`src/rtl/lfsr_stream_cipher.sv`:
```
// Purpose   : byte stream cipher (XOR with a shift LFSR, parity in the MSB); encrypt, decrypt, or decrypt with key discovery.
// Latency   : 1 cycle from input accept to out_valid (registered output stage).
// Backpress.: in_ready drops while the output register is full and out_ready is low; held output stays stable.
// Ports     : clk/init_n; command req/mode/key_ptrn/key_init/msg_len; input stream in_valid/in_ready/in_data;
//             output stream out_valid/out_ready/out_data/out_perr; status busy/ack;
//             discovery results key_ok/key_fail/ptrn_idx/init_found.
module lfsr_stream_cipher #(
   parameter int                  LW    = 7,
   parameter int                  NPTRN = 9,
   parameter logic [NPTRN*LW-1:0] PTRNS = {7'h7B, 7'h7E, 7'h5C, 7'h69, 7'h6A, 7'h72, 7'h78, 7'h48, 7'h60},
   parameter logic [LW:0]         PAD   = 8'h20,
   parameter int                  NPRE  = 10,
   parameter int                  LEN_W = 7
) (
   input  logic             clk,
   input  logic             init_n,
   input  logic             req,
   input  logic [1:0]       mode,
   input  logic [LW-1:0]    key_ptrn,
   input  logic [LW-1:0]    key_init,
   input  logic [LEN_W-1:0] msg_len,
   input  logic             in_valid,
   output logic             in_ready,
   input  logic [LW:0]      in_data,
   output logic             out_valid,
   input  logic             out_ready,
   output logic [LW:0]      out_data,
   output logic             out_perr,
   output logic             busy,
   output logic             ack,
   output logic             key_ok,
   output logic             key_fail,
   output logic [3:0]       ptrn_idx,
   output logic [LW-1:0]    init_found
);

   typedef enum logic [1:0] {IDLE = 2'd0, RUN = 2'd1, DRAIN = 2'd2, DONE = 2'd3} state_t;

   state_t           state, state_nxt;

   logic             dec;     // decrypt modes (01, 10, 11)
   logic             disc;    // discovery preamble still being evaluated
   logic [LW-1:0]    ptrn;
   logic [LW-1:0]    lfsr;    // state for the next byte; holds the start state during discovery
   logic [LEN_W-1:0] len;
   logic [LEN_W-1:0] cnt;
   logic [LW-1:0]    cand [NPTRN];
   logic [NPTRN-1:0] mask;

   logic             accept;
   logic             last_byte;
   logic             first_disc;
   logic             last_disc;
   logic [LW-1:0]    derived;
   logic [LW-1:0]    start_st;
   logic [LW-1:0]    cand_nxt [NPTRN];
   logic [NPTRN-1:0] mask_nxt;
   logic [NPTRN-1:0] mask_eval;
   logic [3:0]       sel_idx;
   logic [LW-1:0]    sel_ptrn;
   logic [LW-1:0]    sel_next;
   logic [LW-1:0]    sel_state;
   logic [LW-1:0]    low;
   logic [LW:0]      dat_nxt;
   logic             perr_nxt;

   function automatic logic [LW-1:0] lfsr_step(input logic [LW-1:0] s, input logic [LW-1:0] p);
      return {s[LW-2:0], ^(s & p)};
   endfunction

   // ---------------- FSM: state register ----------------
   always_ff @(posedge clk or negedge init_n) begin
      if (!init_n) state <= IDLE;
      else         state <= state_nxt;
   end

   // ---------------- FSM: next state ----------------
   always_comb begin
      state_nxt = state;
      case (state)
         IDLE:    if (req) state_nxt = (msg_len == '0) ? DONE : RUN;
         RUN:     if (accept && last_byte) state_nxt = DRAIN;
         DRAIN:   if (!out_valid) state_nxt = DONE;
         DONE:    state_nxt = IDLE;
         default: state_nxt = IDLE;
      endcase
   end

   // ---------------- FSM: outputs ----------------
   always_comb begin
      in_ready = (state == RUN) && (!out_valid || out_ready);
      busy     = (state != IDLE);
      ack      = (state == DONE);
   end

   assign accept    = in_valid && in_ready;
   assign last_byte = (cnt == len - LEN_W'(1));

   // ---------------- byte datapath ----------------
   always_comb begin
      derived    = in_data[LW-1:0] ^ PAD[LW-1:0];
      start_st   = (derived == '0) ? LW'(1) : derived;
      first_disc = disc && (cnt == '0);
      // short messages end discovery at their last byte
      last_disc  = disc && ((cnt == LEN_W'(NPRE - 1)) || last_byte);

      mask_nxt = '0;
      for (int k = 0; k < NPTRN; k++) begin
         cand_nxt[k] = lfsr_step(cand[k], PTRNS[k*LW +: LW]);
         mask_nxt[k] = mask[k] && (cand_nxt[k] == derived);
      end
      mask_eval = first_disc ? '1 : mask_nxt;

      // lowest surviving candidate; candidate 0 when nothing survives
      sel_idx  = '0;
      sel_ptrn = PTRNS[LW-1:0];
      sel_next = cand_nxt[0];
      for (int k = NPTRN - 1; k >= 0; k--) begin
         if (mask_eval[k]) begin
            sel_idx  = 4'(k);
            sel_ptrn = PTRNS[k*LW +: LW];
            sel_next = cand_nxt[k];
         end
      end

      if (!disc)          sel_state = lfsr;
      else if (first_disc) sel_state = start_st;
      else                sel_state = sel_next;

      low = in_data[LW-1:0] ^ sel_state;
      if (dec) begin
         dat_nxt  = {1'b0, low};
         perr_nxt = ^in_data;
      end else begin
         dat_nxt  = {^low, low};
         perr_nxt = 1'b0;
      end
   end

   // ---------------- key / discovery state ----------------
   always_ff @(posedge clk or negedge init_n) begin
      if (!init_n) begin
         dec        <= 1'b0;
         disc       <= 1'b0;
         ptrn       <= '0;
         lfsr       <= '0;
         len        <= '0;
         cnt        <= '0;
         mask       <= '0;
         for (int k = 0; k < NPTRN; k++) cand[k] <= '0;
         key_ok     <= 1'b0;
         key_fail   <= 1'b0;
         ptrn_idx   <= '0;
         init_found <= '0;
      end else if (state == IDLE && req) begin
         dec        <= (mode != 2'b00);
         disc       <= (mode == 2'b10);
         ptrn       <= key_ptrn;
         lfsr       <= (key_init == '0) ? LW'(1) : key_init;
         len        <= msg_len;
         cnt        <= '0;
         mask       <= '0;
         key_ok     <= 1'b0;
         key_fail   <= 1'b0;
         ptrn_idx   <= '0;
         init_found <= '0;
      end else if (accept) begin
         if (!last_byte) cnt <= cnt + LEN_W'(1);
         if (disc) begin
            for (int k = 0; k < NPTRN; k++) cand[k] <= first_disc ? start_st : cand_nxt[k];
            mask <= first_disc ? '1 : mask_nxt;
            if (first_disc) lfsr <= start_st;
            if (first_disc && derived == '0) key_fail <= 1'b1;
            if (last_disc) begin
               // hand the winning candidate over to the plain decrypt path
               disc       <= 1'b0;
               key_ok     <= ($countones(mask_eval) == 1);
               key_fail   <= key_fail | (first_disc && derived == '0) | (mask_eval == '0);
               ptrn_idx   <= sel_idx;
               init_found <= first_disc ? start_st : lfsr;
               lfsr       <= lfsr_step(sel_state, sel_ptrn);
               ptrn       <= sel_ptrn;
            end
         end else begin
            lfsr <= lfsr_step(lfsr, ptrn);
         end
      end
   end

   // ---------------- output register ----------------
   always_ff @(posedge clk or negedge init_n) begin
      if (!init_n) begin
         out_valid <= 1'b0;
         out_data  <= '0;
         out_perr  <= 1'b0;
      end else if (accept) begin
         out_valid <= 1'b1;
         out_data  <= dat_nxt;
         out_perr  <= perr_nxt;
      end else if (out_ready) begin
         out_valid <= 1'b0;
      end
   end

endmodule
```
`config.mk`:
```
export PLATFORM = sky130hd
export DESIGN_NAME = lfsr_stream_cipher
export DESIGN_NICKNAME = d
export VERILOG_FILES = /design/src/rtl/lfsr_stream_cipher.sv
export SDC_FILE = /design/constraint.sdc
export NUM_CORES = 1
export LEC_CHECK = 0
export ABC_AREA = 1
export BUFFER_PORTS_ARGS = -buffer_cell sky130_fd_sc_hd__buf_2
export CAP_MARGIN = 20
export CORE_UTILIZATION = 56
export CTS_CLUSTER_DIAMETER = 100
export DETAILED_ROUTE_END_ITERATION = 7
export PLACE_DENSITY = 0.86
export SLEW_MARGIN = 20
export SYNTH_ARGS = -nofsm -noshare
export SYNTH_HDL_FRONTEND = slang
export SYNTH_SLANG_ARGS = --single-unit
```
`constraint.sdc`:
```
create_clock -name clk -period 5.7 [get_ports clk]
set_input_delay 0.57 -clock clk [delete_from_list [all_inputs] [get_ports clk]]
set_output_delay 0.57 -clock clk [all_outputs]
set_load 0.02 [all_outputs]
```
==> run summary <==
The post-synthesis register bit count came out at 127. Measured against its own limit, the worst slew margin works out to 0.241. The number of buffers added on ports is 61.

The post-synth net total is 1346. At the pin with the least slew margin, the transition time is 1.13 ns. Setup violations remaining at the end of the flow were counted as 0. For this run, the register share of the synthesized area comes to 0.350. The half-perimeter wire length of the detailed placement result is 20600 µm. The post-CTS repair timing setup buffer count is 0. Ranked by total cell area, the synthesized netlist is headed by sky130_fd_sc_hd__dfrtp_1 (35%), sky130_fd_sc_hd__nand2_1 (13%), sky130_fd_sc_hd__o21ai_0 (8.5%). At the end of routability-driven placement, the weighted congestion stood at 0.984. The count of final hold-check violations came out at 0. Setup repair after global routing left no endpoint under its margin. Among all flip-flop cells after synthesis, the most frequent one is sky130_fd_sc_hd__dfrtp_1. After layout, the minimum clock period comes to 4.61 ns. The die span in y came out at 129 µm. Counting flops with a built-in enable in the synthesized netlist gives 0. The async set or reset register ratio after synthesis is 1.00. Data on the critical path is required at its endpoint by 6.06 ns.

The overflow left after global routing came out at 0. The initial utilization of the core area, before any placement, comes to 0.572. The biggest area contributor in the post-synthesis netlist is sky130_fd_sc_hd__dfrtp_1. For this block, the routed nets add up to 29800 µm of wire. The setup slack on the worst flop-to-flop path came out at 1.09 ns. The multi-input gate area in the final layout is 5080 µm². The run finished with clean final reports. The number of top-level design ports came out at 62. Leaving out fill and tap cells, the most frequent cells in the layout are sky130_fd_sc_hd__nand2_1 (323), sky130_fd_sc_hd__o21ai_0 (155), sky130_fd_sc_hd__dfrtp_1 (127). The maximum level of the CTS H-tree came out at 4.

The min-delay analysis places its worst path in the category in -> async. The via count of the first global-routing pass came out at 8619. The worst stage delay on the critical path is 0.56 ns. The clock insertion delay at the later pin of the skew report is 0.43 ns. The floorplan core area is 15900 µm². In the routed design, unresolved DRC markers number 0. Of the post-synthesis cell area, the dominant cell type holds 0.350. The worst setup path is of the reg -> reg kind. The leading cell type in the layout, fill and taps excluded is sky130_fd_sc_hd__nand2_1. Summing over every cut layer, the via total after detailed routing is 9389.

Hold is met by 0.200 ns. The worst endpoint data arrival time is 4.97 ns. The global-route usage over all layers is 0.371.

The count of fill cells added during filler insertion is 1449. The fmax came out at 217 MHz. The largest vdd supply drop came out at 0.311 mV. The tree built by TritonCTS fans out to 127 sinks.

Among the stages of the critical path, the cell type that occurs most often is sky130_fd_sc_hd__fa_1. The net count of the finished layout is 1392. The number of instances resized during post-cts repair came out at 0. The share of layout cells above drive strength 1 is 0.150.

The power density over the cells is 636 nW/µm². The synthesized netlist contains 50 unique library cells. The final antenna-violating net count came out at 0. The CTS tree is done. The mean instance size in the synthesized netlist came out at 7.04 µm². The reported leakage power came out at 0.00501 µW. The overall power consumption came out at 6430 µW. The routed length per placed instance is 19.0 µm.

The clock transition at the registers of the reported paths came out at 0.06 ns. The critical path contains buffers and inverters numbering 3 combined. The clock tree buffer depth is 2.

The final-layout setup total negative slack came out at 0 ns. Dividing the final minimum period by the clock period gives 0.808. The kind of end point of the critical path is a register. The via density per instance is 6.00. STA classifies the critical path startpoint as a register. The global-route wire length before repair came out at 46500 µm.

The number of hold buffers added after CTS is 0. The largest net degree at the start of global routing came out at 100. The die covers 16700 µm². The layout overhead on the synthesized area came out at 11.3%. The number of buffers inserted during clock tree synthesis came out at 17. The area taken by flip-flops and latches is 3180 µm². The count of inserted antenna diode cells is 0. The worst-path cell with the longest stage delay is sky130_fd_sc_hd__fa_1. The max-slew violation total from the final report came out at 0. The cell count after synthesis came out at 1290.

The die width is 129 µm. Walking the worst path, the cells encountered are xnor2_1 > xor2_1 > o2111ai_1 > nor2_4 > nor2_4 > inv_2 > fa_1 > fa_1 > inv_1 > fa_1 > fa_1 > inv_1 > fa_1 > nor3_1 > nand3_1 > nand2_1. The number of iterations in the first detailed-routing pass is 5.

The number of DRC markers after the initial detailed-route iteration is 1025. The cell sitting at the root of the clock tree is a sky130_fd_sc_hd__clkbuf_16. In this design, the largest share of critical-path delay is due to adder cells. The number of core rows came out at 46. The initial antenna violation count came to 0. The warning count from the yosys run is 0.

The post-synth design cell area came out at 9090 µm². The max-cap check violation count came out at 0. The post-route core utilization is 0.637. The worst-path maximum fanout is 13.

On the final layout, the worst clock skew is 0.00911 ns.
## per-layer routing
metal | track usage | wire length [µm] | vias up | share of wire
met4 | 0.174 | 1300 | 0 | 0.044
met3 | 0.0826 | 3110 | 108 | 0.10
li1 | - | - | 4315 | -
met2 | 0.563 | 13300 | 551 | 0.45
met1 | 0.505 | 12000 | 4415 | 0.40
met5 | 0 | 0 | - | 0
## final cells by class
cell class	count	share of cell area
Sequential cell	127	0.314
Tap cell	216	0.0267
Timing Repair Buffer	75	0.0408
Clock buffer	21	0.0465
Inverter	150	0.0557
Multi-Input combinational cell	965	0.503
Clock inverter	10	0.0135
## kinds of logic (layout without fill, tap and decap cells)
logic type      count (synthesis)  after routing  synth area share
flops                         127            127             0.350
fa+ha+maj                      20             20            0.0317
compound gates                303            303             0.185
buf+inv                       198            256            0.0925
simple gates                  590            590             0.288
xor+xnor                       52             52            0.0534
## state kept, by name (all words and copies together) (netlist names)
| name | cells |
|---|---|
| key_fail | 1 |
| lfsr | 7 |
| out_valid | 1 |
| cand | 63 |
| key_ok | 1 |
| dec | 1 |
| len | 7 |
| ptrn_idx | 4 |
| out_data | 8 |
| init_found | 7 |
| out_perr | 1 |
| cnt | 7 |
| mask | 9 |
| ptrn | 7 |
| state | 2 |
| disc | 1 |
## cells in the mapped netlist, drive strengths merged, types with 2 or more instances
library cell / instances
a21oi: 73
a221oi: 2
a22oi: 12
buf: 20
clkbuf: 28
clkinv: 3
dfrtp: 127
fa: 5
ha: 15
inv: 147
nand2: 345
nand3: 87
nand4: 6
nor2: 127
nor3: 14
nor3b: 2
nor4: 3
o2111ai: 6
o211ai: 5
o21ai: 164
o221ai: 3
o22ai: 28
o31ai: 4
or2: 5
xnor2: 25
xor2: 27
## power breakdown
group	internal, µW	switching (µW)	total, µW
clock network	717	416	1130
logic	1170	2440	3610
registers	1290	399	1690
## worst reg2reg max path, cell delays in order (launching register included)
cell	delay [ns]
sky130_fd_sc_hd__dfrtp_1	0.43
sky130_fd_sc_hd__xnor2_1	0.33
sky130_fd_sc_hd__xor2_1	0.18
sky130_fd_sc_hd__o2111ai_1	0.17
sky130_fd_sc_hd__nor2_4	0.25
sky130_fd_sc_hd__nor2_4	0.07
sky130_fd_sc_hd__inv_2	0.22
sky130_fd_sc_hd__fa_1	0.47
sky130_fd_sc_hd__fa_1	0.56
sky130_fd_sc_hd__inv_1	0.06
sky130_fd_sc_hd__fa_1	0.50
sky130_fd_sc_hd__fa_1	0.42
sky130_fd_sc_hd__inv_1	0.09
sky130_fd_sc_hd__fa_1	0.42
sky130_fd_sc_hd__nor3_1	0.21
sky130_fd_sc_hd__nand3_1	0.10
sky130_fd_sc_hd__nand2_1	0.09
## metrics by stage
step,instances,worst slack [ns],cell area [µm²]
final,1564,1.09,10100
after global placement,1533,0.811,9510
after detailed placement,1533,0.727,9510
after floorplan,1290,1.17,9090
after CTS,1564,1.11,10100
after global routing,1564,0.810,10100
## final timing paths
check                       startpoint           to  cells past startpoint
max                           cand[61]       key_ok                     16
min                             init_n       len[2]                      1
max reg2reg                   cand[61]       key_ok                     16
min reg2reg                out_data[5]  out_data[5]                      2
max in group asynchronous       init_n     cand[22]                      2
min in group clk             out_ready    out_valid                      2
Note: power is estimated with default switching activity, not from simulation.
